===== src/rtl/foo_handshake_arbiter.sv =====
// foo_handshake_arbiter: N-way round-robin ready/valid merge into a single
// registered output slot, reporting the winning source and a grant count.
module foo_handshake_arbiter #(
  parameter int unsigned WIDTH = 5,
  parameter int unsigned N     = 3,
  parameter int unsigned SRCW  = 2,
  parameter int unsigned CNTW  = 8
) (
  input  logic             CLK,
  input  logic             ASYNCRESETN,
  input  logic [N-1:0]     in_valid,
  output logic [N-1:0]     in_ready,
  input  logic [WIDTH-1:0] in_data [N-1:0],
  output logic             out_valid,
  input  logic             out_ready,
  output logic [WIDTH-1:0] out_data,
  output logic [SRCW-1:0]  out_src,
  output logic [CNTW-1:0]  grant_count
);

  logic [SRCW-1:0]  last;
  logic [SRCW-1:0]  grant_idx;
  logic             grant_any;
  logic             accept_en;
  logic             transfer;
  logic [WIDTH-1:0] sel_data;

  // Slot can take a new beat when empty or draining this cycle.
  assign accept_en = !out_valid || out_ready;
  assign transfer  = ASYNCRESETN && accept_en && grant_any;

  // Round-robin pick: first valid channel after the last winner, wrapping.
  always_comb begin
    grant_any = 1'b0;
    grant_idx = '0;
    for (int unsigned k = 1; k <= N; k++) begin
      for (int unsigned i = 0; i < N; i++) begin
        if (!grant_any && in_valid[i] && (((32'(last) + k) % N) == i)) begin
          grant_any = 1'b1;
          grant_idx = SRCW'(i);
        end
      end
    end
  end

  // Ready goes only to the winner, and only while the slot can accept.
  always_comb begin
    in_ready = '0;
    for (int unsigned i = 0; i < N; i++) begin
      in_ready[i] = transfer && (grant_idx == SRCW'(i));
    end
  end

  // Payload mux for the winning channel.
  always_comb begin
    sel_data = '0;
    for (int unsigned i = 0; i < N; i++) begin
      if (grant_idx == SRCW'(i)) begin
        sel_data = in_data[i];
      end
    end
  end

  // Output slot, last-grant pointer and grant counter.
  always_ff @(posedge CLK or negedge ASYNCRESETN) begin
    if (!ASYNCRESETN) begin
      out_valid   <= 1'b0;
      out_data    <= '0;
      out_src     <= '0;
      last        <= SRCW'(N - 1);
      grant_count <= '0;
    end else if (transfer) begin
      out_valid   <= 1'b1;
      out_data    <= sel_data;
      out_src     <= grant_idx;
      last        <= grant_idx;
      grant_count <= grant_count + CNTW'(1);
    end else if (out_ready) begin
      out_valid   <= 1'b0;
    end
  end

endmodule


===== config.mk =====
export PLATFORM = sky130hd
export DESIGN_NAME = foo_handshake_arbiter
export DESIGN_NICKNAME = d
export VERILOG_FILES = /design/src/rtl/foo_handshake_arbiter.sv
export SDC_FILE = /design/constraint.sdc
export NUM_CORES = 1
export LEC_CHECK = 0
export CAP_MARGIN = 20
export CORE_ASPECT_RATIO = 0.8
export CORE_UTILIZATION = 39
export CTS_BUF_LIST = sky130_fd_sc_hd__clkbuf_8 sky130_fd_sc_hd__clkbuf_16
export DETAILED_ROUTE_END_ITERATION = 12
export HOLD_SLACK_MARGIN = 0.1
export PLACE_DENSITY = 0.85
export RECOVER_POWER = 50
export SETUP_SLACK_MARGIN = 0.02
export SYNTH_ARGS = -nofsm -noshare
export SYNTH_HDL_FRONTEND = slang
export SYNTH_SLANG_ARGS = --single-unit

===== constraint.sdc =====
create_clock -name CLK -period 2.25 [get_ports CLK]
set_input_delay 0.225 -clock CLK [delete_from_list [all_inputs] [get_ports CLK]]
set_output_delay 0.225 -clock CLK [all_outputs]
set_load 0.01 [all_outputs]

==> results of run 1 <==
area by class of cell:
class / count / area (sq um) / area share
sequential: 17 / 426.7 / 0.2685
multi-input combinational: 70 / 526.8 / 0.3315
timing repair buffer: 56 / 506.7 / 0.3189
tap: 36 / 45.04 / 0.02835
clock inverter: 1 / 5.005 / 0.003150
clock buffer: 3 / 41.29 / 0.02598
inverter: 10 / 37.54 / 0.02362
kinds of logic after synthesis:
kind of cell               after synthesis  synth area share
and+or+nand+nor                         30            0.1671
muxes                                    6           0.06020
DFF                                     17            0.4189
AOI/OAI and AO/OA                       24            0.1671
buffers and inverters                   16           0.08967
adders and majority gates                3           0.03686
xor gates and xnor gates                 7           0.06020
layout by cell type, fill, tap and decap left out, types with 2 or more instances in the layout:
cell,instances
xor2_1,4
nor3_1,2
xnor2_1,3
o21ai_0,6
clkbuf_8,3
o2111ai_1,6
clkdlybuf4s50_1,26
mux2i_1,5
dfrtp_1,16
a21o_1,2
nand3_1,3
buf_4,15
dlygate4sd3_1,10
a31oi_1,5
inv_1,10
nand3b_1,5
nand2_1,6
nor2_1,6
registers in the layout, summed over array words and instances, names as in the netlist:
register / count
grant_count: 8
out_data: 5
out_src: 2
last: 1
out_valid: 1
power by group through the flow:
| stage | logic [mW] | clock network [mW] | registers (mW) |
|---|---|---|---|
| after global placement | 1.11 | 0 | 0.558 |
| final | 1.18 | 0.237 | 0.567 |
| after global routing | 1.29 | 0.252 | 0.588 |
| after CTS | 1.18 | 0.239 | 0.569 |
| after floorplan | 0.593 | 0 | 0.606 |
| after detailed placement | 1.14 | 0 | 0.573 |
worst max-delay path, delay by kind of cell, from the launching register on:
| kind | cells | cell delay, ns |
|---|---|---|
| fa+ha+maj | 1 | 0.21 |
| simple gates | 2 | 0.53 |
| buf+inv | 3 | 0.39 |
| mux | 1 | 0.34 |
| flops | 1 | 0.57 |
worst paths after layout:
| path | end | slack, ns | cells past startpoint |
|---|---|---|---|
| setup / recovery | grant_count[1]$_DFFE_PN0P_ | 0.08 | 7 |
| hold / removal | grant_count[7]$_DFFE_PN0P_ | 0.47 | 1 |
| setup reg to reg | grant_count[1]$_DFFE_PN0P_ | 0.08 | 7 |
| hold reg to reg | grant_count[7]$_DFFE_PN0P_ | 0.47 | 1 |
| max in group asynchronous | grant_count[5]$_DFFE_PN0P_ | 0.93 | 2 |
| min in group asynchronous | out_valid$_DFFE_PN0P_ | 0.75 | 2 |
what timing repair did:
item                       CTS  global route
buffers inserted             1             1
setup endpoints to repair    3             5
resized for setup            9             4
pin swaps                    0             2
per-layer routing:
metal  part of all wire  GRT usage
met1               0.41     0.2126
met4              0.012    0.04286
met3              0.048    0.05946
met5                  0          0
met2               0.52     0.4114
==> results.toml, run 1 <==
[outcome]
status = "completed"

[pwr]
p_leak_nw = 0.7232
seqPwrFrac = 0.286
peakVddDrop_mv = 0.5802
swShare = 0.3857
p_per_area_mw_per_mm2 = 1250
power_frac_clock = 0.119
p_sw_uw = 765.7
comb_power_share = 0.595
internal_power_mw = 1.220
power.total_mw = 1.985

[cts]
clockBufferDepth = 2
clk_pin_slew_ns = 0.07
cts-htree-levels = 1
cts-buffers-inserted = 3
cts_tree = "yes"
cts_root_buffer = "clkbuf_8"
clock_latency_ns = 0.25
cts_hold_buf = 0
cts_sinks = 17

[sta]
fin_skew_ns = 0.0005072
fin_hold_ws_ns = 0.4696
worstMarginPinSlew_ns = 0.9448
fin_crit_ns = 2.169
setup_viol = 0
fin_ws_ns = 0.08079
setup_tns_ns = 0
finalCritPeriodShare = 0.9641
hold_violations = 0
timing.fmax_ghz = 0.4610
drv_slew = 0
max_slew_margin = 0.3701
rsz0062_at_grt = "false"

[place]
port_buffers = 39
dp_hpwl_mm = 2.037
placedCellCount = 187
gp_congestion = 0.7804
dpl_cell_area_sq_mm = 0.001513
preCtsSetupSlack_ns = -0.01745

[job]
max-cap-violations = 0

[worst_setup_path]
crit_start = "last[1]$_DFFE_PN1P_"
worstPathCellList = "ha_4 > or3_4 > nand4_4 > buf_6 > buf_4 > buf_4 > mux2_2"
crit_arrival_ns = 2.31
path_max_fanout = 7
cp_common_cell = "buf_4"
crit_type = "reg2reg"
start_kind = "register"
slowest_delay_ns = 0.57
worstSetupEndpointType = "register"
cp_slowest_cell = "dfstp_2"
rr_startpoint = "last[1]$_DFFE_PN1P_"
worst_ep_required_time_ns = 2.39

[synthesis]
syn_nets = 127
yosysUniqueCellTypes = 35
async_flop_share = 1.000
synth_edf_count = 0
ys_warn_count = 0
ys_seq_elements = 17
ys.flop_type = "dfrtp_1"
synth_area_sq_mm = 0.001018
ys_seq_area_frac = 0.4189
synth_area_leader_cell = "dfrtp_1"
synthMostInstantiatedCell = "dfrtp_1"
netlist_top_cells_count = "dfrtp_1, inv_1"
syn-mean-instance-area_sq_um = 9.888
synth_top_area_share = 0.3931
yosys-top-cells-area = "dfrtp_1, o2111ai_1, mux2i_1, ha_1, inv_1"
syn_inst = 103

[worst_hold_path]
worstHoldStart = "grant_count[7]$_DFFE_PN0P_"
hold_path_class = "reg2reg"

[die]
die_y_microns = 47.71
dieArea_sq_mm = 0.002821
fp.coreArea_sq_mm = 0.002462
pin_count = 40
start_util = 0.4136
rows = 16
chipWidth_microns = 59.14

[detailed_routing]
viasPerCell = 5.047
vias = 974
route.detailed.drc = 0
wirelength_mm = 2.563
wl_per_cell_microns = 13.28
first_iter_violations = 55
ant_nets = 0
drt_first_pass_iters = 4

[layout]
syn2layout_area_growth_pct = 56.02
finalInstanceArea_sq_mm = 0.001589
instances_no_fill = 193
final_util = 0.6453
fillers = 220
n_antenna_cell = 0
final_nets = 182
drive_above_1_share = 0.1911

[global_routing]
antenna_found_initial = 0
grt_start_max_net_pins = 19
grt_overflow = 0
grt_pass1_vias = 986
grtUsageTotal = 0.2026
grt_pass1_wl_mm = 4.091
Note: power is estimated with default switching activity, not from simulation.
==> run 2, diff against run 1 <==
CAP_MARGIN = not set   (was 20)
MAX_ROUTING_LAYER = met4   (was not set)
==> results.toml, run 2 (synthesis results as in run 1) <==
[outcome]
status = "completed"

[layout]
largest_register_ff_count = 8
regMostFlops = "grant_count"
final-seq-area_sq_um = 426.7
drive_above_1_share = 0.1911
syn2layout_area_growth_pct = 56.02
n_antenna_cell = 0
mostFrequentLayoutCells = "clkdlybuf4s50_1, dfrtp_1, buf_4"
multiInputGateArea_sq_um = 526.8
fillers = 220
final_common_cell = "clkdlybuf4s50_1"
finalInstanceArea_sq_mm = 0.001589
biggestRegsByFlops = "grant_count: 8 flops, out_data: 5 flops, out_src: 2 flops"
final_nets = 182

[place]
dpl_cell_area_sq_mm = 0.001513
dp_hpwl_mm = 2.037
gp_congestion = 0.7912
port_buffers = 39
preCtsSetupSlack_ns = -0.01745

[sta]
setup_viol = 0
fin_skew_ns = 0.0005070
fin_crit_ns = 2.169
max_slew_margin = 0.3701
worstMarginPinSlew_ns = 0.9448
timing.fmax_ghz = 0.4610
hold_violations = 0
finalCritPeriodShare = 0.9641
fin_ws_ns = 0.08079
rsz0062_at_grt = "false"
drv_slew = 0

[detailed_routing]
routed-wl-met3_microns = 123
dr.max_layer_used = "met4"
viasPerCell = 5.047
ant_nets = 0
m1WireLength_mm = 1.063
drt_first_pass_iters = 4
route.detailed.drc = 0
wirelength_mm = 2.563
vias = 974
met2_length_mm = 1.343
first_iter_violations = 55
wl_per_cell_microns = 13.28

[global_routing]
antenna_found_initial = 0
grtUsageTotal = 0.2096
grt_start_max_net_pins = 19
grt_pass1_wl_mm = 4.098
grt_overflow = 0
grt_pass1_vias = 985

[worst_setup_path]
worstSetupEndpointType = "register"
path_max_fanout = 7
cp_slowest_cell = "dfstp_2"
worst_ep_required_time_ns = 2.39
cp_top_family = "flip-flops"
slowest_delay_ns = 0.57
cp_common_cell = "buf_4"
worstPathCellList = "ha_4 > or3_4 > nand4_4 > buf_6 > buf_4 > buf_4 > mux2_2"
crit_arrival_ns = 2.31
path_buf_inv = 3
start_kind = "register"
crit_type = "reg2reg"

[die]
chipWidth_microns = 59.14
fp.coreArea_sq_mm = 0.002462
rows = 16
start_util = 0.4136
die_y_microns = 47.71
pin_count = 40
dieArea_sq_mm = 0.002821

[cts]
cts_tree = "yes"
cts_sinks = 17
cts_root_buffer = "clkbuf_8"
cts-buffers-inserted = 3
clk_pin_slew_ns = 0.07
clock_latency_ns = 0.25
cts-htree-levels = 1
clockBufferDepth = 2

[pwr]
p_leak_nw = 0.7232
peakVddDrop_mv = 0.5801
p_per_area_mw_per_mm2 = 1249

[worst_hold_path]
hold_path_class = "reg2reg"

[job]
max-cap-violations = 0
run 2: cell counts in the layout (fill, tap and decap cells not counted):
No cell type changed its count.
run 2: layer usage:
metal	track usage	up-vias
li1	-	477
met3	0.05946	4
met5	-	-
met4	0.04286	0
met1	0.2126	459
met2	0.4114	34
run 2: worst paths after layout:
check	depth (start not counted)	slack, ns	endpoint	from
worst max-delay path	7	0.08	grant_count[1]$_DFFE_PN0P_	last[1]$_DFFE_PN1P_
worst min-delay path	1	0.47	grant_count[7]$_DFFE_PN0P_	grant_count[7]$_DFFE_PN0P_
worst max register to register	7	0.08	grant_count[1]$_DFFE_PN0P_	last[1]$_DFFE_PN1P_
worst min register to register	1	0.47	grant_count[7]$_DFFE_PN0P_	grant_count[7]$_DFFE_PN0P_
max in group asynchronous	2	0.93	grant_count[5]$_DFFE_PN0P_	ASYNCRESETN
min in group asynchronous	2	0.75	out_valid$_DFFE_PN0P_	ASYNCRESETN
run 2: final cells by class:
| cell class | instances | share of cell area |
|---|---|---|
| clock inverter | 1 | 0.003150 |
| multi-input combinational | 70 | 0.3315 |
| tap | 36 | 0.02835 |
| clock buffer | 3 | 0.02598 |
| sequential | 17 | 0.2685 |
| inverter | 10 | 0.02362 |
| timing repair buffer | 56 | 0.3189 |
run 2: what timing repair did:
item	in CTS	in global routing
endpoints found under the hold margin	0	0
pin swaps	0	2
setup buffers	1	1
resized for setup	9	4
endpoints found under the setup margin	3	5
hold buffers	0	0
run 2: metrics by stage:
step                      total power, mW    TNS [ns]  hold WS, ns  std cells    util
after floorplan                     1.199           0     -0.07059        103       -
after global placement              1.664  -0.0004059       0.4631        187  0.6143
after detailed placement            1.718    -0.01745       0.4622        187  0.6143
after CTS                           1.987           0       0.4236        192  0.6428
after global routing                2.133           0       0.4997        193  0.6453
final                               1.985           0       0.4696        193  0.6453
run 2: report_power, final:
| part | internal (mW) | leakage [nW] | total [mW] | switching [mW] |
|---|---|---|---|---|
| clock | 0.123 | 0.0255 | 0.237 | 0.114 |
| combinational | 0.647 | 0.494 | 1.18 | 0.534 |
| sequential | 0.450 | 0.204 | 0.567 | 0.117 |
| total | 1.22 | 0.723 | 1.99 | 0.766 |
==> run 3, diff against run 2 <==
HOLD_SLACK_MARGIN = not set   (was 0.1)
==> results of run 3 <==
Same layout as run 2: the final DEF is identical, and so are final timing and power.
